**config.mk**
```make
export PLATFORM = sky130hd
export DESIGN_NAME = pcie_c2h_arbiter
export DESIGN_NICKNAME = d
export VERILOG_FILES = /design/src/rtl/pcie_arb_pkg.sv /design/src/rtl/axis_skid_buffer.sv /design/src/rtl/pcie_c2h_arbiter.sv
export SDC_FILE = /design/constraint.sdc
export NUM_CORES = 2
export LEC_CHECK = 0
export ABC_AREA = 1
export CAP_MARGIN = 20
export CORE_AREA = 10 10 572 574
export CTS_BUF_LIST = sky130_fd_sc_hd__clkbuf_16
export DETAILED_ROUTE_END_ITERATION = 16
export DIE_AREA = 0 0 582 584
export GPL_ROUTABILITY_DRIVEN = 0
export GPL_TIMING_DRIVEN = 0
export HOLD_SLACK_MARGIN = 0.06
export PLACE_DENSITY = 0.3
export SYNTH_ARGS = -nofsm -noshare
export SYNTH_HDL_FRONTEND = slang
export SYNTH_SLANG_ARGS = --single-unit
export TNS_END_PERCENT = 10
```
**constraint.sdc**
```tcl
create_clock -name axi_aclk -period 3.3 [get_ports axi_aclk]
set_input_delay 0.825 -clock axi_aclk [delete_from_list [all_inputs] [get_ports axi_aclk]]
set_output_delay 0.825 -clock axi_aclk [all_outputs]
set_load 0.02 [all_outputs]
```
**src/rtl/pcie_arb_pkg.sv**
```systemverilog
// Shared definitions for the C2H stream arbiter.
//   arb_state_t : arbiter FSM states
//   MAX_PORTS   : largest requester count the round-robin helper handles
//   IDX_W       : internal width of port indices (covers MAX_PORTS)
//   KEEP_W      : tkeep width for the default 256-bit XDMA stream
//   rr_first()  : first set request found scanning from a pointer, modulo n
package pcie_arb_pkg;

    typedef enum logic {
        IDLE = 1'b0,
        XFER = 1'b1
    } arb_state_t;

    localparam int MAX_PORTS      = 8;
    localparam int IDX_W          = 3;
    localparam int C2H_DATA_WIDTH = 256;
    localparam int KEEP_W         = C2H_DATA_WIDTH / 8;

    // Scans ptr, ptr+1, ... wrapping at n. Returns 0 when nothing is set;
    // callers only use the result when at least one request is present.
    function automatic logic [IDX_W-1:0] rr_first(
        input logic [MAX_PORTS-1:0] req,
        input logic [IDX_W-1:0]     ptr,
        input int                   n
    );
        logic [IDX_W-1:0] pick;
        logic [IDX_W-1:0] idx;
        logic             found;
        pick  = '0;
        found = 1'b0;
        for (int k = 0; k < MAX_PORTS; k++) begin
            if (k < n) begin
                idx = IDX_W'((int'(ptr) + k) % n);
                if (!found && req[idx]) begin
                    pick  = idx;
                    found = 1'b1;
                end
            end
        end
        return pick;
    endfunction

endpackage

```
**src/rtl/axis_skid_buffer.sv**
```systemverilog
// Two-entry AXI-Stream register slice.
// Entry 0 drives the output; entry 1 holds a beat that arrived while the
// output was stalled. in_ready is a flop, so out_ready never reaches it
// combinationally. One cycle from input accept to out_valid; full rate when
// out_ready stays high.
// Ports:
//   axi_aclk, axi_aresetn            clock, synchronous active-low reset
//   in_valid/in_ready/in_*           upstream beat (data, keep, last, user)
//   out_valid/out_ready/out_*        downstream beat
module axis_skid_buffer
    import pcie_arb_pkg::*;
#(
    parameter int DATA_WIDTH = 256,
    parameter int USER_WIDTH = 2
) (
    input  logic                    axi_aclk,
    input  logic                    axi_aresetn,
    input  logic                    in_valid,
    output logic                    in_ready,
    input  logic [DATA_WIDTH-1:0]   in_data,
    input  logic [DATA_WIDTH/8-1:0] in_keep,
    input  logic                    in_last,
    input  logic [USER_WIDTH-1:0]   in_user,
    output logic                    out_valid,
    input  logic                    out_ready,
    output logic [DATA_WIDTH-1:0]   out_data,
    output logic [DATA_WIDTH/8-1:0] out_keep,
    output logic                    out_last,
    output logic [USER_WIDTH-1:0]   out_user
);

    localparam int KW = DATA_WIDTH / 8;
    localparam int BW = DATA_WIDTH + KW + 1 + USER_WIDTH;

    logic [BW-1:0] ent0_q;
    logic [BW-1:0] ent1_q;
    logic [BW-1:0] in_beat;
    logic [1:0]    cnt_q;
    logic [1:0]    cnt_d;
    logic          in_ready_q;
    logic          push;
    logic          pop;

    assign in_beat   = {in_data, in_keep, in_last, in_user};
    assign push      = in_valid & in_ready_q;
    assign pop       = out_valid & out_ready;
    assign out_valid = (cnt_q != 2'd0);
    assign in_ready  = in_ready_q;
    assign {out_data, out_keep, out_last, out_user} = ent0_q;

    always_comb begin
        cnt_d = cnt_q;
        case ({push, pop})
            2'b10:   cnt_d = cnt_q + 2'd1;
            2'b01:   cnt_d = cnt_q - 2'd1;
            default: cnt_d = cnt_q;
        endcase
    end

    always_ff @(posedge axi_aclk) begin
        if (!axi_aresetn) begin
            ent0_q     <= '0;
            ent1_q     <= '0;
            cnt_q      <= 2'd0;
            in_ready_q <= 1'b0;
        end else begin
            case ({push, pop})
                2'b10: begin
                    if (cnt_q == 2'd0) ent0_q <= in_beat;
                    else               ent1_q <= in_beat;
                end
                2'b01: ent0_q <= ent1_q;
                2'b11: begin
                    // Pop and push together: the queue shifts by one slot.
                    if (cnt_q == 2'd1) begin
                        ent0_q <= in_beat;
                    end else begin
                        ent0_q <= ent1_q;
                        ent1_q <= in_beat;
                    end
                end
                default: ;
            endcase
            cnt_q      <= cnt_d;
            in_ready_q <= (cnt_d != 2'd2);
        end
    end

endmodule

```
**src/rtl/pcie_c2h_arbiter.sv**
```systemverilog
// Packet-level round-robin arbiter sharing the XDMA C2H AXI-Stream between
// NUM_PORTS requesters. A grant lasts a whole packet; the source index rides
// on m_axis_tuser. New grants wait for user_lnk_up; a packet in flight
// always completes.
//
//   state | meaning
//   ------+----------------------------------------------------------
//   IDLE  | no grant; all s_axis_tready low; pick next requester
//   XFER  | grant_id owns the stream until its tlast beat is accepted
//
// Ports:
//   axi_aclk, axi_aresetn    stream clock, synchronous active-low reset
//   user_lnk_up              PCIe link up, gates new grants
//   s_axis_*                 flattened per-requester streams
//   m_axis_*                 merged stream to S_AXIS_C2H, tuser = source
//   busy, grant_id, pkt_cnt  status: grant held, current/last grant,
//                            packets delivered at the output
module pcie_c2h_arbiter
    import pcie_arb_pkg::*;
#(
    parameter int NUM_PORTS  = 4,
    parameter int DATA_WIDTH = 256,
    parameter int ID_WIDTH   = 2
) (
    input  logic                              axi_aclk,
    input  logic                              axi_aresetn,
    input  logic                              user_lnk_up,
    input  logic [NUM_PORTS-1:0]              s_axis_tvalid,
    output logic [NUM_PORTS-1:0]              s_axis_tready,
    input  logic [NUM_PORTS*DATA_WIDTH-1:0]   s_axis_tdata,
    input  logic [NUM_PORTS*DATA_WIDTH/8-1:0] s_axis_tkeep,
    input  logic [NUM_PORTS-1:0]              s_axis_tlast,
    output logic                              m_axis_tvalid,
    input  logic                              m_axis_tready,
    output logic [DATA_WIDTH-1:0]             m_axis_tdata,
    output logic [DATA_WIDTH/8-1:0]           m_axis_tkeep,
    output logic                              m_axis_tlast,
    output logic [ID_WIDTH-1:0]               m_axis_tuser,
    output logic                              busy,
    output logic [ID_WIDTH-1:0]               grant_id,
    output logic [31:0]                       pkt_cnt
);

    localparam int KW = DATA_WIDTH / 8;

    arb_state_t        state_q;
    arb_state_t        state_d;
    logic [IDX_W-1:0]  grant_q;
    logic [IDX_W-1:0]  grant_d;
    logic [IDX_W-1:0]  rr_ptr_q;
    logic [IDX_W-1:0]  rr_ptr_d;
    logic [31:0]       pkt_cnt_q;
    logic [MAX_PORTS-1:0] req_vec;

    logic              sel_valid;
    logic [DATA_WIDTH-1:0] sel_data;
    logic [KW-1:0]     sel_keep;
    logic              sel_last;
    logic              skid_in_valid;
    logic              skid_in_ready;
    logic              skid_accept;

    assign req_vec = MAX_PORTS'(s_axis_tvalid);

    always_comb begin
        sel_valid = 1'b0;
        sel_data  = '0;
        sel_keep  = '0;
        sel_last  = 1'b0;
        for (int i = 0; i < NUM_PORTS; i++) begin
            if (grant_q == IDX_W'(i)) begin
                sel_valid = s_axis_tvalid[i];
                sel_data  = s_axis_tdata[i*DATA_WIDTH +: DATA_WIDTH];
                sel_keep  = s_axis_tkeep[i*KW +: KW];
                sel_last  = s_axis_tlast[i];
            end
        end
    end

    assign skid_in_valid = (state_q == XFER) && sel_valid;
    assign skid_accept   = skid_in_valid && skid_in_ready;

    always_comb begin
        s_axis_tready = '0;
        for (int i = 0; i < NUM_PORTS; i++) begin
            s_axis_tready[i] = (state_q == XFER) && (grant_q == IDX_W'(i)) && skid_in_ready;
        end
    end

    always_comb begin
        state_d  = state_q;
        grant_d  = grant_q;
        rr_ptr_d = rr_ptr_q;
        case (state_q)
            IDLE: begin
                if (user_lnk_up && (|s_axis_tvalid)) begin
                    grant_d = rr_first(req_vec, rr_ptr_q, NUM_PORTS);
                    state_d = XFER;
                end
            end
            XFER: begin
                if (skid_accept && sel_last) begin
                    state_d  = IDLE;
                    rr_ptr_d = (grant_q == IDX_W'(NUM_PORTS - 1)) ? '0 : grant_q + IDX_W'(1);
                end
            end
            default: state_d = IDLE;
        endcase
    end

    always_ff @(posedge axi_aclk) begin
        if (!axi_aresetn) begin
            state_q   <= IDLE;
            grant_q   <= '0;
            rr_ptr_q  <= '0;
            pkt_cnt_q <= 32'd0;
        end else begin
            state_q  <= state_d;
            grant_q  <= grant_d;
            rr_ptr_q <= rr_ptr_d;
            if (m_axis_tvalid && m_axis_tready && m_axis_tlast) begin
                pkt_cnt_q <= pkt_cnt_q + 32'd1;
            end
        end
    end

    axis_skid_buffer #(
        .DATA_WIDTH (DATA_WIDTH),
        .USER_WIDTH (ID_WIDTH)
    ) u_skid (
        .axi_aclk    (axi_aclk),
        .axi_aresetn (axi_aresetn),
        .in_valid    (skid_in_valid),
        .in_ready    (skid_in_ready),
        .in_data     (sel_data),
        .in_keep     (sel_keep),
        .in_last     (sel_last),
        .in_user     (ID_WIDTH'(grant_q)),
        .out_valid   (m_axis_tvalid),
        .out_ready   (m_axis_tready),
        .out_data    (m_axis_tdata),
        .out_keep    (m_axis_tkeep),
        .out_last    (m_axis_tlast),
        .out_user    (m_axis_tuser)
    );

    assign busy     = (state_q == XFER);
    assign grant_id = ID_WIDTH'(grant_q);
    assign pkt_cnt  = pkt_cnt_q;

endmodule

```
### After elaboration in Yosys (flattened, before gate mapping)

Index checks and enable logic that the tools add are counted.

| word-level totals | value |
|---|---|
| input bits | 1164 |
| word-level logic and storage cells | 117 |
| output and inout port bits | 331 |
| register bits after elaboration | 623 |

| cells by class | value |
|---|---|
| bitwise gates (word level) | 6 |
| eq/ne operators | 11 |
| reduce and logical (&&, ||, !) cells | 33 |
| mux-type cells | 48 |
| magnitude comparators | 4 |
| add/sub/neg operators | 7 |

Operators by type and width:

| cell | count |
|---|---|
| $mux 291 | 4 |
| $mux 256 | 4 |
| $pmux 291 s3 | 1 |
| $pmux 291 s2 | 1 |
| $mux 32 | 4 |
| $add 32x1->32 const B | 1 |
| $mux 1 | 23 |
| $logic_and 1x1->1 | 17 |
| $lt 3x4->1 const B | 3 |
| $bmux 1 s3 | 3 |
| $mux 3 | 3 |
| $add 2x1->2 const B | 3 |
| $eq 3x2->1 const B | 2 |
| $ne 2x2->1 const B | 3 |
| $reduce_and 2->1 | 3 |
| $reduce_or 2->1 | 3 |
| $add 2x2->2 const B | 2 |
| $eq 2x1->1 const B | 2 |
| $eq 2x2->1 const B | 2 |
| $lt 2x4->1 const B | 1 |
| $mux 2 | 2 |
| $pmux 2 s2 | 1 |
| $reduce_bool 2->1 | 2 |
| $reduce_or 4->1 | 1 |
| 13 further kinds | 18 |

### Depth between registers and ports, before layout

| depth | value |
|---|---|
| depth after elaboration | 18 |
| mapped depth | 19 |
| mapped depth without buffers | 16 |

### Hierarchy

Synthesis repeated with hierarchy kept, for this count alone.

| unflattened totals | value |
|---|---|
| cell total of the unflattened synthesis | 7065 |
| area total of the unflattened synthesis | 40355.0 um^2 |

By module, submodules not included:

| module | cells an instance | times used | seq. area each (um^2) | area an instance (um^2) |
|---|---|---|---|---|
| axis_skid_buffer | 4726 | 1 | 11711.2 | 29433.2 |
| pcie_c2h_arbiter | 2339 | 1 | 740.7 | 10921.7 |

### Worst setup path before layout

OpenSTA, ideal clock, no wires.

| timing | value |
|---|---|
| path kind | reg2reg |
| start | register grant_q[1] |
| end | register u_skid.ent1_q[100] |
| arrival time | 2.845 ns |
| path buffers | 4 |
| stages on the path, launching flop included | 16 |
| data required time | 3.184 ns |
| slack | 0.338 ns |
| period minus slack after synthesis | 2.962 ns |
| cell sequence | dfxtp_1 -> inv_1 -> ha_1 -> inv_2 -> buf_2 -> o211ai_2 -> a21boi_1 -> ha_1 -> o211ai_1 -> buf_4 -> inv_2 -> buf_2 -> clkbuf_1 -> nand2_1 -> o211ai_1 -> inv_1 |

| on the way | value |
|---|---|
| longest elaborated chain between the ends | 10 |

RTL lines:

| item | line | text |
|---|---|---|
| start, declared | pcie_c2h_arbiter.sv:48 | `logic [IDX_W-1:0] grant_q;` |
| start signal, assigned | pcie_c2h_arbiter.sv:119 | `grant_q <= grant_d;` |
| $logic_not 3->1 | pcie_c2h_arbiter.sv:71 | `if (grant_q == IDX_W'(i)) begin` |
| $mux 1 (4 in a row) | pcie_c2h_arbiter.sv:71 |  |
| $logic_and 1x1->1 | pcie_c2h_arbiter.sv:80 | `assign skid_in_valid = (state_q == XFER) && sel_valid;` |
| $and 1x1->1 | axis_skid_buffer.sv:45 | `assign push = in_valid & in_ready_q;` |
| $eq 2x2->1 | axis_skid_buffer.sv:67 | `case ({push, pop})` |
| $ne 2x2->1 (no source line) / $reduce_bool 2->1 (equally long branches) | - |  |
| $reduce_and 3->1 (no source line) | - |  |
| end signal, assigned | axis_skid_buffer.sv:70 | `else ent1_q <= in_beat;` |
| end signal, assigned | axis_skid_buffer.sv:79 | `ent1_q <= in_beat;` |
| end, declared | axis_skid_buffer.sv:36 | `logic [BW-1:0] ent1_q;` |

Parallel ways exist; a longest one is shown, timed or not. The select of a mux whose other input is x is not followed.
A chain may end at the register's enable or synchronous reset.

### Worst setup path after layout

| timing | value |
|---|---|
| start | register grant_q[1] |
| end | register u_skid.ent0_q[45] |

| on the way | value |
|---|---|
| longest elaborated chain between the ends | 10 |

RTL lines:

| item | line | text |
|---|---|---|
| $logic_not 3->1 | pcie_c2h_arbiter.sv:71 |  |
| $mux 1 (4 in a row) | pcie_c2h_arbiter.sv:71 |  |
| $logic_and 1x1->1 | pcie_c2h_arbiter.sv:80 |  |
| $and 1x1->1 | axis_skid_buffer.sv:45 |  |
| $eq 2x2->1 / $eq 2x1->1 (equally long branches) | axis_skid_buffer.sv:67 |  |
| $ne 2x1->1 (no source line) / $reduce_bool 3->1 (equally long branches) | - |  |
| $reduce_and 2->1 (no source line) | - |  |
| end signal, assigned | axis_skid_buffer.sv:69 | `if (cnt_q == 2'd0) ent0_q <= in_beat;` |
| end signal, assigned | axis_skid_buffer.sv:72 | `2'b01: ent0_q <= ent1_q;` |
| end signal, assigned | axis_skid_buffer.sv:76 | `ent0_q <= in_beat;` |
| end, declared | axis_skid_buffer.sv:35 | `logic [BW-1:0] ent0_q;` |

Parallel ways exist; a longest one is shown, timed or not. The select of a mux whose other input is x is not followed.

==> impl_metrics.csv <==
group,metric,value,unit
clock_network,cts.htree.levels,3,
drt,detail_route.first_pass.iterations,6,
sta,final_setup_violation_count,0,
sta,grt_setup_unrepaired,"false",
sta,max_slew_margin,24.3,%
drt,wl_per_cell,28.7,µm
floorplanning,fp.dieH,584,µm
sta,tightestPinTransition,1120,ps
global_route,gr-usage-met2,33.2,%
clock_network,insertion_delay,840,ps
placed_design,dpl.hpwl,299,mm
sta,finalCritPeriodShare,97.7,%
placed_design,pre_cts_slack,-2500,ps
logic_synthesis,syn_nets,7644,
drt,vias,49900,
logic_synthesis,top_ff_cell_synth,"sky130_fd_sc_hd__dfxtp_1",
cells_and_area,final_cell_mix,"sky130_fd_sc_hd__nand2_1, sky130_fd_sc_hd__clkdlybuf4s50_1, sky130_fd_sc_hd__nor2_1",
setup_path,setup.worst_path.end_class,"flop",
power,cellPowerDensity,482,nW/µm²
drt,postRouteAntennaNets,0,
placed_design,detailed_place.area,59200,µm²
global_route,global_route.usage.met1,25.3,%
sta,slew_violations,0,
logic_synthesis,synthTopCellsByArea,"sky130_fd_sc_hd__dfxtp_1, sky130_fd_sc_hd__nand2_1, sky130_fd_sc_hd__nor2_1, sky130_fd_sc_hd__o21ai_0, sky130_fd_sc_hd__nand3b_1",
global_route,grt_first_pass_wirelength,461,mm
drt,route.final.wire_length,356,mm
setup_path,critical_path_class,"flop to flop",
placed_design,port-buffer-count,1493,
sta,timing.final.crit_period,3220,ps
cells_and_area,drive_above_1_share,6.87,%
outcome,outcome,"complete, no violations",
logic_synthesis,instance_count_of_the_mapped_netlist,6470,
power,vdd_ir_drop_max,0.319,mV
clock_network,cts_root_buffer,"sky130_fd_sc_hd__clkbuf_16",
job,number_of_max_cap_violations,0,
floorplanning,top_level_ports,1495,
global_route,globalRouteTotalUtil,19.8,%
cells_and_area,stdcell_area,63400,µm²
sta,timing_hold_violations_final,0,
logic_synthesis,netlist_area,38600,µm²
logic_synthesis,yosys.area.top_type,"sky130_fd_sc_hd__dfxtp_1",
clock_network,ctsLongestPathBuffers,4,
logic_synthesis,yosysWarningCount,0,
global_route,gr-usage-met3,6.04,%
setup_path,timing.critical_path.fanout_max,10,
global_route,grt_max_degree,14,
floorplanning,initial_core_util,12.2,%
sta,tns,0,ps
floorplanning,design.die.area,340000,µm²
sta,setup_ws,77.3,ps
setup_path,critical_path.startpoint_type,"flop",
drt,drt-initial-drc-count,3667,
cells_and_area,finish.cell_count_without_fillers,12400,
sta,timing.fmax,310,MHz
clock_network,clock_transition_at_the_registers_of_the_reported_paths,60,ps
global_route,grt_antenna_before_repair,204,
floorplanning,placement_rows,207,
logic_synthesis,avgSynthCellArea,5.96,µm²
clock_network,cts.sink_count,622,
cells_and_area,final_net_count,9285,
global_route,grt.busiest_layer,"met2",
setup_path,worstPathArrival,3970,ps
logic_synthesis,yosysUniqueCellTypes,29,
logic_synthesis,synth_enable_flop_cells,0,
floorplanning,coreArea,316000,µm²
logic_synthesis,ys_async_sr_fraction,0,%
cells_and_area,syn_to_final_growth,64.4,%
global_route,first_global_vias,48800,
logic_synthesis,ys_ff_latch,622,
cells_and_area,layout_commonest_cell,"sky130_fd_sc_hd__nand2_1",
sta,hold_slack,452,ps
hold_path,min-delay-path-class,"flop to flop",
floorplanning,die_x,582,µm
logic_synthesis,synth_sequential_area_ratio,32.3,%
global_route,globalRoute.totalOverflow,0,
sta,final.setup_skew,60.4,ps
logic_synthesis,post-synth-top-area-fraction,32.3,%
clock_network,cts_inserted_buffers,99,
placed_design,placedCellCount,12200,
drt,drc_errors,0,
clock_network,tritoncts_clock_tree,"done",
drt,routed_via_density,4.03,
clock_network,hold_buffers,0,
power,power.leakage,27.2,nW
setup_path,timing.critical_path.required,4050,ps
## timing repair
action | CTS | global route
gates cloned | 2 | 0
setup buffers | 6 | 8
endpoints found under the setup margin | 591 | 546
pin swaps | 3 | 2
resized for setup | 258 | 30
## per-layer routing
metal | part of all wire [%] | up-vias
met5 | 0.19 | -
met3 | 8.3 | 387
met2 | 46 | 2009
li1 | - | 23900
met4 | 1.7 | 108
met1 | 44 | 23500
## area by class of cell
cell class / instances / area, µm²
well taps: 4180 / 5230
repair buffers: 1540 / 15600
flip-flops and latches: 622 / 12500
diodes: 42 / 105
clock inverters: 72 / 627
multi-input cells: 5007 / 22800
plain buffers: 496 / 2670
fillers: 36200 / 253000
clock buffers: 100 / 2500
inverters: 345 / 1350
## critical path: stages, from the launching register on
cell	delay, ps
sky130_fd_sc_hd__dfxtp_4	400
sky130_fd_sc_hd__inv_4	60
sky130_fd_sc_hd__ha_4	180
sky130_fd_sc_hd__inv_4	130
sky130_fd_sc_hd__buf_12	130
sky130_fd_sc_hd__buf_4	170
sky130_fd_sc_hd__clkdlybuf4s15_2	470
sky130_fd_sc_hd__o21ai_0	200
sky130_fd_sc_hd__buf_4	200
sky130_fd_sc_hd__o21ai_0	800
sky130_fd_sc_hd__nand3_1	140
sky130_fd_sc_hd__nand2_1	110
sky130_fd_sc_hd__nor2_1	70
sky130_fd_sc_hd__nor2_1	110
## cells in the mapped netlist (10+ instances only)
cell and count:
sky130_fd_sc_hd__dfxtp_1 622, sky130_fd_sc_hd__a21oi_1 327, sky130_fd_sc_hd__buf_1 53, sky130_fd_sc_hd__and2_1 100, sky130_fd_sc_hd__o21ai_0 593, sky130_fd_sc_hd__or2_2 91
sky130_fd_sc_hd__ha_1 10, sky130_fd_sc_hd__nand3_1 105, sky130_fd_sc_hd__o21ai_1 201, sky130_fd_sc_hd__nand2_1 2013, sky130_fd_sc_hd__nand3b_1 304, sky130_fd_sc_hd__nor2_1 1055
sky130_fd_sc_hd__buf_4 14, sky130_fd_sc_hd__clkbuf_1 279, sky130_fd_sc_hd__inv_1 338, sky130_fd_sc_hd__buf_2 150, sky130_fd_sc_hd__and2_0 99, sky130_fd_sc_hd__o211ai_1 92
## sequential cells by signal (all words and copies together) (netlist names)
name,cells
u_skid.in_ready,1
u_skid.ent0_q,291
rr_ptr_q,2
u_skid.ent1_q,291
busy,1
grant_q,2
pkt_cnt,32
u_skid.cnt_q,2
## final timing paths
| check | start | end | slack (ps) | cells after the start |
|---|---|---|---|---|
| worst min register to register | u_skid.ent1_q[0] | u_skid.ent1_q[0] | 450 | 2 |
| worst min-delay path | u_skid.ent1_q[0] | u_skid.ent1_q[0] | 450 | 2 |
| worst max register to register | grant_q[1] | u_skid.ent0_q[45] | 80 | 13 |
| worst max-delay path | grant_q[1] | u_skid.ent0_q[45] | 80 | 13 |
## stage by stage
stage	power [mW]	utilization, %
global route	32.2	20.0
CTS	31.1	20.0
global placement	19.8	18.6
floorplan	13.6	-
detailed placement	19.9	18.7
finish	30.5	20.0
## logic make-up after synthesis
logic type | after synthesis | share of synthesized area (%)
compound gates | 1219 | 16.5
xor+xnor | 7 | 0.159
fa+ha+maj | 10 | 0.325
buf+inv | 841 | 8.81
flops | 622 | 32.3
simple gates | 3771 | 41.9
## power by group
group	switching [mW]	internal, mW	leakage, nW	total, mW
logic	6.90	4.27	20.5	11.2
registers	0.413	8.24	5.06	8.66
clock network	4.46	6.24	1.61	10.7
total	11.8	18.8	27.2	30.5
Note: power is estimated with default switching activity, not from simulation.
